===== src/rtl/alu_pkg.sv =====
// Shared constants and types for the sequential ALU: mode encodings,
// flag bit positions and the handshake FSM state.
package alu_pkg;

  localparam logic [3:0] MODE_ADD  = 4'h0;
  localparam logic [3:0] MODE_ADC  = 4'h1;
  localparam logic [3:0] MODE_SUB  = 4'h2;
  localparam logic [3:0] MODE_SBB  = 4'h3;
  localparam logic [3:0] MODE_SHL1 = 4'h4;
  localparam logic [3:0] MODE_SHR1 = 4'h5;
  localparam logic [3:0] MODE_AND  = 4'h6;
  localparam logic [3:0] MODE_OR   = 4'h7;
  localparam logic [3:0] MODE_NOT  = 4'h8;
  localparam logic [3:0] MODE_XOR  = 4'h9;
  localparam logic [3:0] MODE_NAND = 4'hA;
  localparam logic [3:0] MODE_NOR  = 4'hB;
  localparam logic [3:0] MODE_SHL  = 4'hC;
  localparam logic [3:0] MODE_SHR  = 4'hD;
  localparam logic [3:0] MODE_MUL  = 4'hE;
  localparam logic [3:0] MODE_ZERO = 4'hF;

  localparam int unsigned FLAG_CARRY  = 0;
  localparam int unsigned FLAG_BORROW = 1;
  localparam int unsigned FLAG_ZERO   = 2;
  localparam int unsigned FLAG_LT     = 3;

  typedef enum logic {IDLE, RUN} state_t;

  // Modes handled by the iteration engine rather than the one-cycle datapath.
  function automatic logic is_multi(input logic [3:0] mode);
    return (mode == MODE_SHL) || (mode == MODE_SHR) || (mode == MODE_MUL);
  endfunction

endpackage


===== src/rtl/alu_iter.sv =====
// Multi-cycle engine: variable logical shifts (one bit per cycle) and a
// shift-add multiply (one multiplier bit per cycle). done pulses with result.
module alu_iter
  import alu_pkg::*;
#(
  parameter int unsigned WIDTH = 8,
  parameter int unsigned CNT_W = $clog2(WIDTH + 1)
) (
  input  logic             clk,
  input  logic             rst,
  input  logic             start,
  input  logic [3:0]       op,
  input  logic [WIDTH-1:0] a,
  input  logic [WIDTH-1:0] b,
  output logic             done,
  output logic [WIDTH-1:0] result
);

  localparam logic [WIDTH-1:0] W_LIM = WIDTH'(WIDTH);

  logic             busy;
  logic             is_mul;
  logic             dir_right;
  logic [CNT_W-1:0] cnt;
  logic [CNT_W-1:0] n_start;
  logic [WIDTH-1:0] acc;
  logic [WIDTH-1:0] mcand;
  logic [WIDTH-1:0] mplier;

  assign result = acc;

  // Iteration count: WIDTH for MUL, max(1, min(b, WIDTH)) for shifts.
  always_comb begin
    n_start = CNT_W'(WIDTH);
    if (op != MODE_MUL) begin
      if (b == '0) begin
        n_start = CNT_W'(1);
      end else if (b < W_LIM) begin
        n_start = CNT_W'(b);
      end
    end
  end

  // The first step runs on the start edge, so the last lands n-1 edges later.
  always_ff @(posedge clk) begin
    if (rst) begin
      busy      <= 1'b0;
      done      <= 1'b0;
      is_mul    <= 1'b0;
      dir_right <= 1'b0;
      cnt       <= '0;
      acc       <= '0;
      mcand     <= '0;
      mplier    <= '0;
    end else begin
      done <= 1'b0;
      if (start) begin
        is_mul    <= (op == MODE_MUL);
        dir_right <= (op == MODE_SHR);
        if (op == MODE_MUL) begin
          acc    <= b[0] ? a : '0;
          mcand  <= a << 1;
          mplier <= b >> 1;
        end else if (b == '0) begin
          acc <= a;
        end else if (op == MODE_SHR) begin
          acc <= a >> 1;
        end else begin
          acc <= a << 1;
        end
        cnt  <= n_start - CNT_W'(1);
        busy <= (n_start != CNT_W'(1));
        done <= (n_start == CNT_W'(1));
      end else if (busy) begin
        if (is_mul) begin
          if (mplier[0]) begin
            acc <= acc + mcand;
          end
          mcand  <= mcand << 1;
          mplier <= mplier >> 1;
        end else begin
          acc <= dir_right ? (acc >> 1) : (acc << 1);
        end
        cnt <= cnt - CNT_W'(1);
        if (cnt == CNT_W'(1)) begin
          busy <= 1'b0;
          done <= 1'b1;
        end
      end
    end
  end

endmodule


===== src/rtl/alu_seq.sv =====
// Registered ALU with valid/ready handshake, one-cycle logic/arithmetic ops,
// a multi-cycle shift/multiply engine and an internal flag register.
module alu_seq
  import alu_pkg::*;
#(
  parameter int unsigned WIDTH = 8,
  parameter int unsigned CNT_W = $clog2(WIDTH + 1)
) (
  input  logic             clk,
  input  logic             rst,
  input  logic             in_valid,
  output logic             in_ready,
  input  logic [WIDTH-1:0] a,
  input  logic [WIDTH-1:0] b,
  input  logic [3:0]       mode,
  output logic [WIDTH-1:0] c,
  output logic             out_valid,
  output logic [3:0]       flags
);

  localparam int unsigned XW = WIDTH + 1;

  state_t           state;
  logic             accept;
  logic             start;
  logic             lt_q;
  logic             iter_done;
  logic [WIDTH-1:0] iter_result;
  logic [XW-1:0]    sum;
  logic [XW-1:0]    diff;
  logic [WIDTH-1:0] res;
  logic             carry_n;
  logic             borrow_n;

  assign accept = in_valid & in_ready;
  assign start  = accept & is_multi(mode);

  alu_iter #(
    .WIDTH (WIDTH),
    .CNT_W (CNT_W)
  ) u_iter (
    .clk    (clk),
    .rst    (rst),
    .start  (start),
    .op     (mode),
    .a      (a),
    .b      (b),
    .done   (iter_done),
    .result (iter_result)
  );

  // One-cycle datapath; ADC/SBB chain off the flag register as it stands.
  always_comb begin
    sum      = {1'b0, a} + {1'b0, b} + XW'((mode == MODE_ADC) & flags[FLAG_CARRY]);
    diff     = {1'b0, a} - {1'b0, b} - XW'((mode == MODE_SBB) & flags[FLAG_BORROW]);
    carry_n  = flags[FLAG_CARRY];
    borrow_n = flags[FLAG_BORROW];
    res      = '0;
    case (mode)
      MODE_ADD, MODE_ADC: begin
        res     = sum[WIDTH-1:0];
        carry_n = sum[WIDTH];
      end
      MODE_SUB, MODE_SBB: begin
        res      = diff[WIDTH-1:0];
        borrow_n = diff[WIDTH];
      end
      MODE_SHL1: res = a << 1;
      MODE_SHR1: res = a >> 1;
      MODE_AND:  res = a & b;
      MODE_OR:   res = a | b;
      MODE_NOT:  res = ~a;
      MODE_XOR:  res = a ^ b;
      MODE_NAND: res = ~(a & b);
      MODE_NOR:  res = ~(a | b);
      default:   res = '0;
    endcase
  end

  always_ff @(posedge clk) begin
    if (rst) begin
      state     <= IDLE;
      in_ready  <= 1'b0;
      out_valid <= 1'b0;
      c         <= '0;
      flags     <= '0;
      lt_q      <= 1'b0;
    end else begin
      out_valid <= 1'b0;
      case (state)
        IDLE: begin
          in_ready <= 1'b1;
          if (accept) begin
            if (is_multi(mode)) begin
              state    <= RUN;
              in_ready <= 1'b0;
              lt_q     <= (a < b);
            end else begin
              c                   <= res;
              flags[FLAG_CARRY]   <= carry_n;
              flags[FLAG_BORROW]  <= borrow_n;
              flags[FLAG_ZERO]    <= (res == '0);
              flags[FLAG_LT]      <= (a < b);
              out_valid           <= 1'b1;
            end
          end
        end
        RUN: begin
          if (iter_done) begin
            state            <= IDLE;
            in_ready         <= 1'b1;
            c                <= iter_result;
            flags[FLAG_ZERO] <= (iter_result == '0);
            flags[FLAG_LT]   <= lt_q;
            out_valid        <= 1'b1;
          end
        end
        default: state <= IDLE;
      endcase
    end
  end

endmodule


===== config.mk =====
export PLATFORM = sky130hd
export DESIGN_NAME = alu_seq
export DESIGN_NICKNAME = d
export VERILOG_FILES = /design/src/rtl/alu_pkg.sv /design/src/rtl/alu_iter.sv /design/src/rtl/alu_seq.sv
export SDC_FILE = /design/constraint.sdc
export NUM_CORES = 1
export LEC_CHECK = 0
export ABC_CLOCK_PERIOD_IN_PS = 6600
export CAP_MARGIN = 40
export CORE_ASPECT_RATIO = 2
export CORE_MARGIN = 2
export CORE_UTILIZATION = 45
export CTS_BUF_LIST = sky130_fd_sc_hd__clkbuf_4
export CTS_CLUSTER_SIZE = 30
export DETAILED_ROUTE_END_ITERATION = 7
export MAX_ROUTING_LAYER = met4
export PLACE_DENSITY = 0.63
export SLEW_MARGIN = 25
export SYNTH_ARGS = -nofsm -noshare
export SYNTH_HDL_FRONTEND = slang
export SYNTH_SLANG_ARGS = --single-unit

===== constraint.sdc =====
create_clock -name clk -period 6.6 [get_ports clk]
set_input_delay 0.66 -clock clk [delete_from_list [all_inputs] [get_ports clk]]
set_output_delay 0.66 -clock clk [all_outputs]
set_load 0.01 [all_outputs]

==> results of run 1 <==
-- logic make-up after synthesis --
group,Yosys count,share of synthesized area (%)
adder cells (fa/ha/maj),53,15.7
XOR/XNOR,16,3.14
flip-flops,46,20.6
buffers and inverters,75,7.48
AND/OR/NAND/NOR,214,23.4
multiplexers,13,2.94
AO/OA/AOI/OAI,177,26.7
-- cells in the mapped netlist (8+ instances only) --
library cell	number	area [um2]
ha_1	48	601
a21oi_1	46	230
nand2_1	68	255
nand3_1	16	80.1
inv_1	39	146
a211oi_1	19	143
a311oi_1	15	131
mux2i_1	12	120
dfxtp_1	46	921
nor2_1	62	233
o21ai_0	33	165
xor2_1	8	70.1
clkbuf_1	14	52.6
nor3_1	19	95.1
nand2b_1	9	56.3
nor2b_1	10	62.6
buf_2	15	75.1
xnor2_1	8	70.1
-- area by class of cell --
class	instances	area [um2]	area share [%]
well taps	132	165	3.34
diodes	1	2.50	0.0506
clock inverters	2	37.5	0.758
multi-input cells	473	3210	64.8
repair buffers	45	423	8.54
inverters	39	146	2.96
flip-flops and latches	46	921	18.6
clock buffers	6	45.0	0.910
-- per-layer routing --
layer | share of wire (%) | vias up | wire length (um) | global-route usage (%)
li1 | - | 2165 | - | -
met1 | 36 | 2146 | 5170 | 30.0
met2 | 53 | 176 | 7720 | 50.5
met3 | 3.7 | 61 | 530 | 2.56
met4 | 7.3 | 0 | 1060 | 18.4
met5 | 0 | - | 0 | -
-- worst max-delay path by stage --
stage | slack, ps | to | startpoint | cells after the start
floorplan | 3420 | flags[2] | mode[3] | 14
global placement | 2130 | flags[2] | mode[1] | 13
detailed placement | 2080 | flags[2] | mode[1] | 13
CTS | 2470 | flags[2] | mode[1] | 13
global route | 2130 | flags[2] | mode[1] | 13
finish | 2430 | flags[2] | mode[1] | 13
-- state kept, by name (all words and copies together) (netlist names) --
name              flops
out_valid             1
u_iter.done           1
u_iter.dir_right      1
in_ready              1
u_iter.cnt            4
u_iter.busy           1
lt_q                  1
u_iter.mplier         7
u_iter.mcand          7
state                 1
c                     8
u_iter.result         8
u_iter.is_mul         1
flags                 4
-- worst reg2reg max path, stage by stage (launching register included) --
cell	delay, ps
dfxtp_1	460
nand3_1	130
fa_1	430
fa_1	440
and3b_1	180
o21ai_0	160
a31oi_1	100
a211oi_1	400
nand4_1	210
nor4_2	180
o2bb2ai_1	130
-- metrics by stage --
step           setup WS (ps)  hold WS, ps  utilization, %
2_1_floorplan           3420          432               -
3_3_place_gp            2130          444            50.1
3_5_place_dp            2080          446            50.2
4_1_cts                 2470          465            51.0
5_1_grt                 2130          493            51.0
6_report                2430          466            51.0
-- where the power goes --
group	total [mW]	internal, mW	leakage (nW)	switching [mW]
logic	0.243	0.0974	1.44	0.145
clock network	0.183	0.0841	0.0419	0.0990
registers	0.298	0.287	0.373	0.0111
total	0.724	0.469	1.86	0.255
==> flow_results.org, run 1 <==
** Layout
- Layout area overhead :: 10.9%
- Number of standard cells in the final layout excluding fillers :: 744
- Filler Cell Count :: 1018
- The library cell used most frequently in the layout, excluding fill and tap cells, is nand2_1.
- Share of post-route cells with drive strength above 1 :: under 10%
- At the end of the flow, the number of nets in the layout was between 600 and 700.
- In the layout the commonest cells are nand2_1 (68), nor2_1 (62), ha_1 (48).
- Post-route cell area :: between 4000 and 5000 um2

** STA
- Summed negative setup slack over all endpoints :: 0 ps
- The final count of pins violating max slew was 0.
- Clock skew on the completed layout was measured at 19.5 ps.
- The final critical path takes up approximately 63% of the cycle.
- Setup repair after global routing left no endpoint under its margin.
- Max Clk Rate :: 240 MHz
- The worst pin sits at a relative slew slack of 47.1%.
- Pin slew with the least headroom to its limit :: 792 ps
- Setup violations remaining at the end of the flow were counted as 0.
- The final-report hold violation count is 0.
- Final critical path time including I/O delays and setup :: 4170 ps

** Floorplanning
- The die is 145 um tall.
- Initial core utilization :: 46.0%
- Core area :: 9700 um2
- The initialized floorplan defines 51 standard-cell rows.
- The die is 74.4 um wide.
- Floorplan die area :: 10800 um2
- Number of top-level pins :: 37

** Synthesis
- EDFF count, synth :: 0
- After synthesis the cells add up to 4460 um2.
- Mapped Avg Cell Area :: 7.52 um2
- Of all flip-flops after synthesis, the portion carrying an async set or reset was 0%.
- Part of the Yosys area used for sequential elements :: 20.6%
- The number of nets in the synthesized netlist is 670.
- In this run, synthesis produced a sequential element count of 46.
- Gate count of the mapped netlist :: 594
- Flip-flop cell with the highest count after synthesis :: dfxtp_1
- Count of synthesis-stage warnings from yosys :: 0
- The synthesized netlist contains 63 unique library cells.

** Global route
- Initial antenna violation count :: 1
- Via count of the first global-routing pass :: around 4.5k
- Across every metal layer, demand over resource in global routing totals 28.9%.
- Largest net degree at the start of global routing :: 48
- The first global-routing pass estimated approximately 23000 um of wire.
- After global routing the overflow that remains totals 0.

** Route
- Via count normalized by instance count :: 6.11
- The first routing iteration left 284 violations.
- The routed layout has 4548 vias.
- Routed wire per std cell :: 19.5 um
- Once detail routing completed, the nets flagged for antenna violations numbered 0.
- Summed over all layers, the routed wires come to 14500 um.
- Residual DRC :: 0
- Detailed-router iteration count before antenna repair :: 5

** Worst setup path
- STA classifies the critical path endpoint as a register.
- Minimum setup slack among reg-to-reg paths :: 3730 ps
- Cell count of the worst reg-to-reg path :: 10
- Most frequent cell on the critical path :: fa_1
- At the worst endpoint, the required time is 6910 ps.
- Beginning of the worst register-to-register path :: flags[1]
- The worst register-to-register path ends at flags[2].
- Arrival time of data at the critical path endpoint :: 4470 ps
- The largest single stage delay on the critical path is about 800 ps.
- Of all nets on the critical path, the largest fanout is 20.
- Broken down by cell family, the worst path's largest delay share belongs to buffers and inverters.
- The number of buffers and inverters on the critical path is 2.
- STA classifies the critical path startpoint as a primary input.
- Crit path kind :: in -> reg
- List of cells traversed by the critical path :: clkdlybuf4s50_1 > buf_4 > and2_1 > nand3_1 > fa_1 > fa_1 > and3b_1 > o21ai_0 > a31oi_1 > a211oi_1 > nand4_1 > nor4_2 > o2bb2ai_1
- Among all stages on the critical path, the largest delay is contributed by clkdlybuf4s50_1.

** Clock tree
- Buffers inserted to repair hold after CTS numbered 0.
- Num CTS Buffers :: 5
- Buffers inserted during post-CTS setup optimization :: 0
- The clock reaches the later pin of the worst-skew pair after 380 ps.
- Clock tree from TritonCTS :: yes
- PostCTS Resize Cnt :: 0
- The H-tree was split into 2 levels.
- Clock Sink Count :: 46
- After clock tree synthesis, the clock-pin slew on the worst setup and hold paths is 130 ps.
- Clock tree root buffer cell :: clkbuf_4
- Clock tree buffer depth :: 2

** Placement
- The count of buffers added on input and output ports is 36.
- The number of placed instances, taps included, is 735.
- The HPWL after detailed placement is 11300 um.
- Standard cell area after detailed placement :: slightly below 5000 um2
- At the end of routability-driven placement, the weighted congestion stood at 0.984.

** Run
- Maxcap violations :: 0

** Pwr
- Power spread over the standard cell area amounts to 146 nW/um2.
- IR analysis of the VDD net gives a maximum drop of 0.0000920 V.
- Power comes to 0.724 mW.
- Leakage :: 1.86 nW

** Worst hold path
- In this run the worst hold path is classified as reg -> reg.
- Counting instances, the worst hold path has a depth of 2.
- Hold-critical path endpoint :: lt_q
- The startpoint identified for the worst hold timing path is lt_q.

** Outcome
- The flow ran to the end, and the final reports show no timing, DRC or antenna violations.
Note: power is estimated with default switching activity, not from simulation.
==> inputs of run 2 (changes only) <==
--- a/config.mk
+++ b/config.mk
@@ -5,7 +5,7 @@
 export SDC_FILE = /design/constraint.sdc
 export NUM_CORES = 1
 export LEC_CHECK = 0
-export ABC_CLOCK_PERIOD_IN_PS = 6600
+export ABC_CLOCK_PERIOD_IN_PS = 3800
 export CAP_MARGIN = 40
 export CORE_ASPECT_RATIO = 2
 export CORE_MARGIN = 2
@@ -14,7 +14,7 @@
 export CTS_CLUSTER_SIZE = 30
 export DETAILED_ROUTE_END_ITERATION = 7
 export MAX_ROUTING_LAYER = met4
-export PLACE_DENSITY = 0.63
+export PLACE_DENSITY = 0.66
 export SLEW_MARGIN = 25
 export SYNTH_ARGS = -nofsm -noshare
 export SYNTH_HDL_FRONTEND = slang
==> constraint.sdc (replaced) <==
create_clock -name clk -period 3.8 [get_ports clk]
set_input_delay 0.38 -clock clk [delete_from_list [all_inputs] [get_ports clk]]
set_output_delay 0.38 -clock clk [all_outputs]
set_load 0.01 [all_outputs]
==> run 2 against run 1 <==
  * Utilization is 1.3 points higher
  * Global-route usage is 0.92 points higher
  * Final area is 2.5% higher
  * Sequential share of layout area is 0.45 points lower
  * Clock power is 36% higher
  * First-iteration DRC count is 28% higher
  * Clock-buffer cell count is 1 lower
  * Clock skew is 11 ps higher
  * Register-to-register slack worse by 2700 ps
==> flow_results.org, run 2 (synthesis gave the netlist of run 1 again) <==
** Outcome
- Outcome: completed (unchanged).

** Worst setup path
- Data required time at the worst endpoint :: 4130 ps (was 6910 ps)
- Slowest Stage Delay on Critical Path :: 490 ps (was 790 ps)
- The highest net fanout along the worst path is 3 (was 20).
- The arrival time of the worst setup path came to 3410 ps (was 4470 ps).
- List of cells traversed by the critical path :: clkdlybuf4s50_1 > nor2_1 > nand3_1 > fa_1 > fa_1 > o21ai_0 > nand2b_1 > xor2_1 > a32oi_1 > nand3_1 > nor4_2 > o2bb2ai_1 (was clkdlybuf4s50_1 > buf_4 > and2_1 > nand3_1 > fa_1 > fa_1 > and3b_1 > o21ai_0 > a31oi_1 > a211oi_1 > nand4_1 > nor4_2 > o2bb2ai_1)
- Top cell family by delay on the critical path :: simple AND/OR/NAND/NOR gates (was buffers and inverters)
- The slowest library cell on the worst path is clkdlybuf4s50_1 (unchanged).
- The endpoint kind of the worst setup timing path is a register (unchanged).
- Crit path kind :: in -> reg (unchanged)
- Bufs and invs on worst path :: 1 (was 2)
- The startpoint type of the worst setup path was a primary input (unchanged).

** Pwr
- The total power per unit cell area came to 240 nW/um2 (was 146 nW/um2).
- The share of power burned in registers is 42.5% (was 41.2%).
- The peak supply drop came to 0.000112 V (was 0.0000920 V).
- The switching fraction of total power came to 38.0% (was 35.3%).
- Power share of the combinational group :: 37.2% (was 33.5%)
- The share of total power in the clock network is 20.3% (was 25.3%).
- The power after layout is 1.22 mW (was 0.724 mW).
- The leakage dissipation is 1.94 nW (was 1.86 nW).
- The reported net switching power was 0.463 mW (was 0.255 mW).
- Int Power :: 0.756 mW (was 0.469 mW)

** STA
- The worst relative slew slack is 45.5% (was 47.1%).
- Total setup violations reported at the end of the flow :: 0 (unchanged)
- Dividing the final minimum period by the clock period gives 81.2%.
- Max Slew Vio Count :: 0 (unchanged)
- The accumulated negative setup slack is 0 ps (unchanged).
- Largest clock skew in the final design :: 30.4 ps (was 19.5 ps)
- Unrepaired setup endpoints after global routing: no (unchanged).
- Final Hold Violating Endpoints :: 0 (unchanged)
- Pin slew with the least headroom to its limit :: 811 ps (was 792 ps)
- Based on the critical path, the design can be clocked at up to 324 MHz.
- The worst path needs 3090 ps of the cycle, external delays included.

** Layout
- The layout overhead on the synthesized area was 13.6% (was 10.9%).
- NumNets Final :: 705 (was 686)
- Number of standard cells in the final layout excluding fillers :: 763 (was 744)
- The post-route core utilization is 52.3% (was 51.0%).
- The design area came to 5070 um2 (was 4950 um2).
- Most used cells in the layout excluding fill and tap cells: nand2_1 (68), nor2_1 (62), ha_1 (48) (unchanged).
- The leading cell type in the layout, fill and taps excluded is nand2_1 (unchanged).
- The fraction of final layout cells sized beyond drive strength 1 came to 7.78% (was 4.91%).

** Global route
- Largest net degree at the start of global routing :: 48 (unchanged)
- Overflow left after global routing :: 0 (unchanged)
- Initial antenna violation count :: 1 (unchanged)
- The total global-route track usage came to 29.8% (was 28.9%).
- The global-route wire length before repair came to 23300 um (was 23200 um).
- Via count of the first global-routing pass :: 4409 (was 4511)

** Placement
- The placed standard-cell area came to 5010 um2 (was 4860 um2).
- Port buffer count :: 36 (unchanged)
- RD Place Congestion :: 0.976 (was 0.984)
- Total half-perimeter wirelength after legalization and detailed placement :: 12200 um (was 11300 um)
- The placed instance count was 754 (was 735).

** Clock tree
- The cell at the root of the clock tree was clkbuf_4 (unchanged).
- Clock tree from TritonCTS :: yes (unchanged)
- The clock-pin transition on the worst setup and hold timing paths came to 170 ps (was 130 ps).
- Clock latency on the worst-skew pair :: 400 ps (was 380 ps)
- PostCTS Resize Cnt :: 0 (unchanged)
- H-tree level count :: 2 (unchanged)
- The CTS buffer count was 5 (unchanged).
- The CTS sink count is 46 (unchanged).
- The cts-stage hold buffer count came to 0 (unchanged).
- The maximum clock path buffer count came to 2 (unchanged).
- The total setup buffers inserted after CTS was 0 (unchanged).

** Route
- The number of DRC violations after detailed-routing iteration 0 was 364 (was 284).
- The number of DRC violations after detailed routing was 0 (unchanged).
- The total number of vias was 4599 (was 4548).
- Detailed-router iteration count before antenna repair :: 5 (unchanged)
- The detail-routed net length per standard cell came to 20.1 um (was 19.5 um).
- The via density per instance was 6.03 (was 6.11).
- The number of nets with antenna violations after detailed routing came to 0 (unchanged).
- The total detailed-routing wirelength was 15300 um (was 14500 um).

** Floorplanning
- The row count was 51 (unchanged).
- The vertical die dimension was 145 um (unchanged).
- Number of top-level pins :: 37 (unchanged)
- Die X-Extent :: 74.4 um (unchanged)
- The die outline area came to 10800 um2 (unchanged).
- Initial core utilization :: 46.0% (unchanged)
- Core area :: 9700 um2 (unchanged)

** Run
- Maxcap violations :: 0 (unchanged)

** Worst hold path
- Kind of path behind the tightest hold check :: reg -> reg (unchanged)
## run 2: changes by cell type in the layout (fill, tap and decap cells not counted), sizes merged
cell and delta:
bufinv -1, clkinv +2, buf +19, clkbuf -1
## run 2: per-stage QoR
step,setup WS (ps),hold slack [ps]
final,714,469
after global placement,329,445
after CTS,714,471
after detailed placement,296,451
after floorplan,896,432
after global routing,511,493
## run 2: final timing paths
kind	start	endpoint	slack [ps]	depth (start not counted)
hold / removal	c[0]	c[0]	470	2
setup / recovery	mode[2]	flags[2]	710	12
setup reg to reg	flags[1]	flags[2]	1020	10
hold reg to reg	c[0]	c[0]	470	2
## run 2: tightest hold or removal path: stages, from the launching register on
cell and delay, ps:
dfxtp_1 350, nand2_1 50, a21oi_1 50
## run 2: power groups by stage
stage                     logic, mW  registers (mW)  clock network, mW
after detailed placement      0.445           0.528                  0
after global routing          0.490           0.520              0.269
after floorplan               0.283           0.523                  0
after CTS                     0.447           0.518              0.252
after global placement        0.442           0.528                  0
final                         0.454           0.518              0.248
## run 2: final cells by class
cell class              instances  area (um2)
repair buffers                 64         571
flip-flops and latches         46         921
clock buffers                   5        37.5
multi-input cells             473        3210
diodes                          1        2.50
well taps                     132         165
fillers                      1005        4630
clock inverters                 3        21.3
inverters                      39         146
## run 2: per-layer routing
layer  global-route usage [%]  up-vias  part of all wire [%]
met4                     20.1        0                   7.3
met2                     54.1      148                    54
li1                         -     2205                     -
met1                     29.1     2193                    35
met3                     2.01       53                   2.9
met5                        -        -                     0
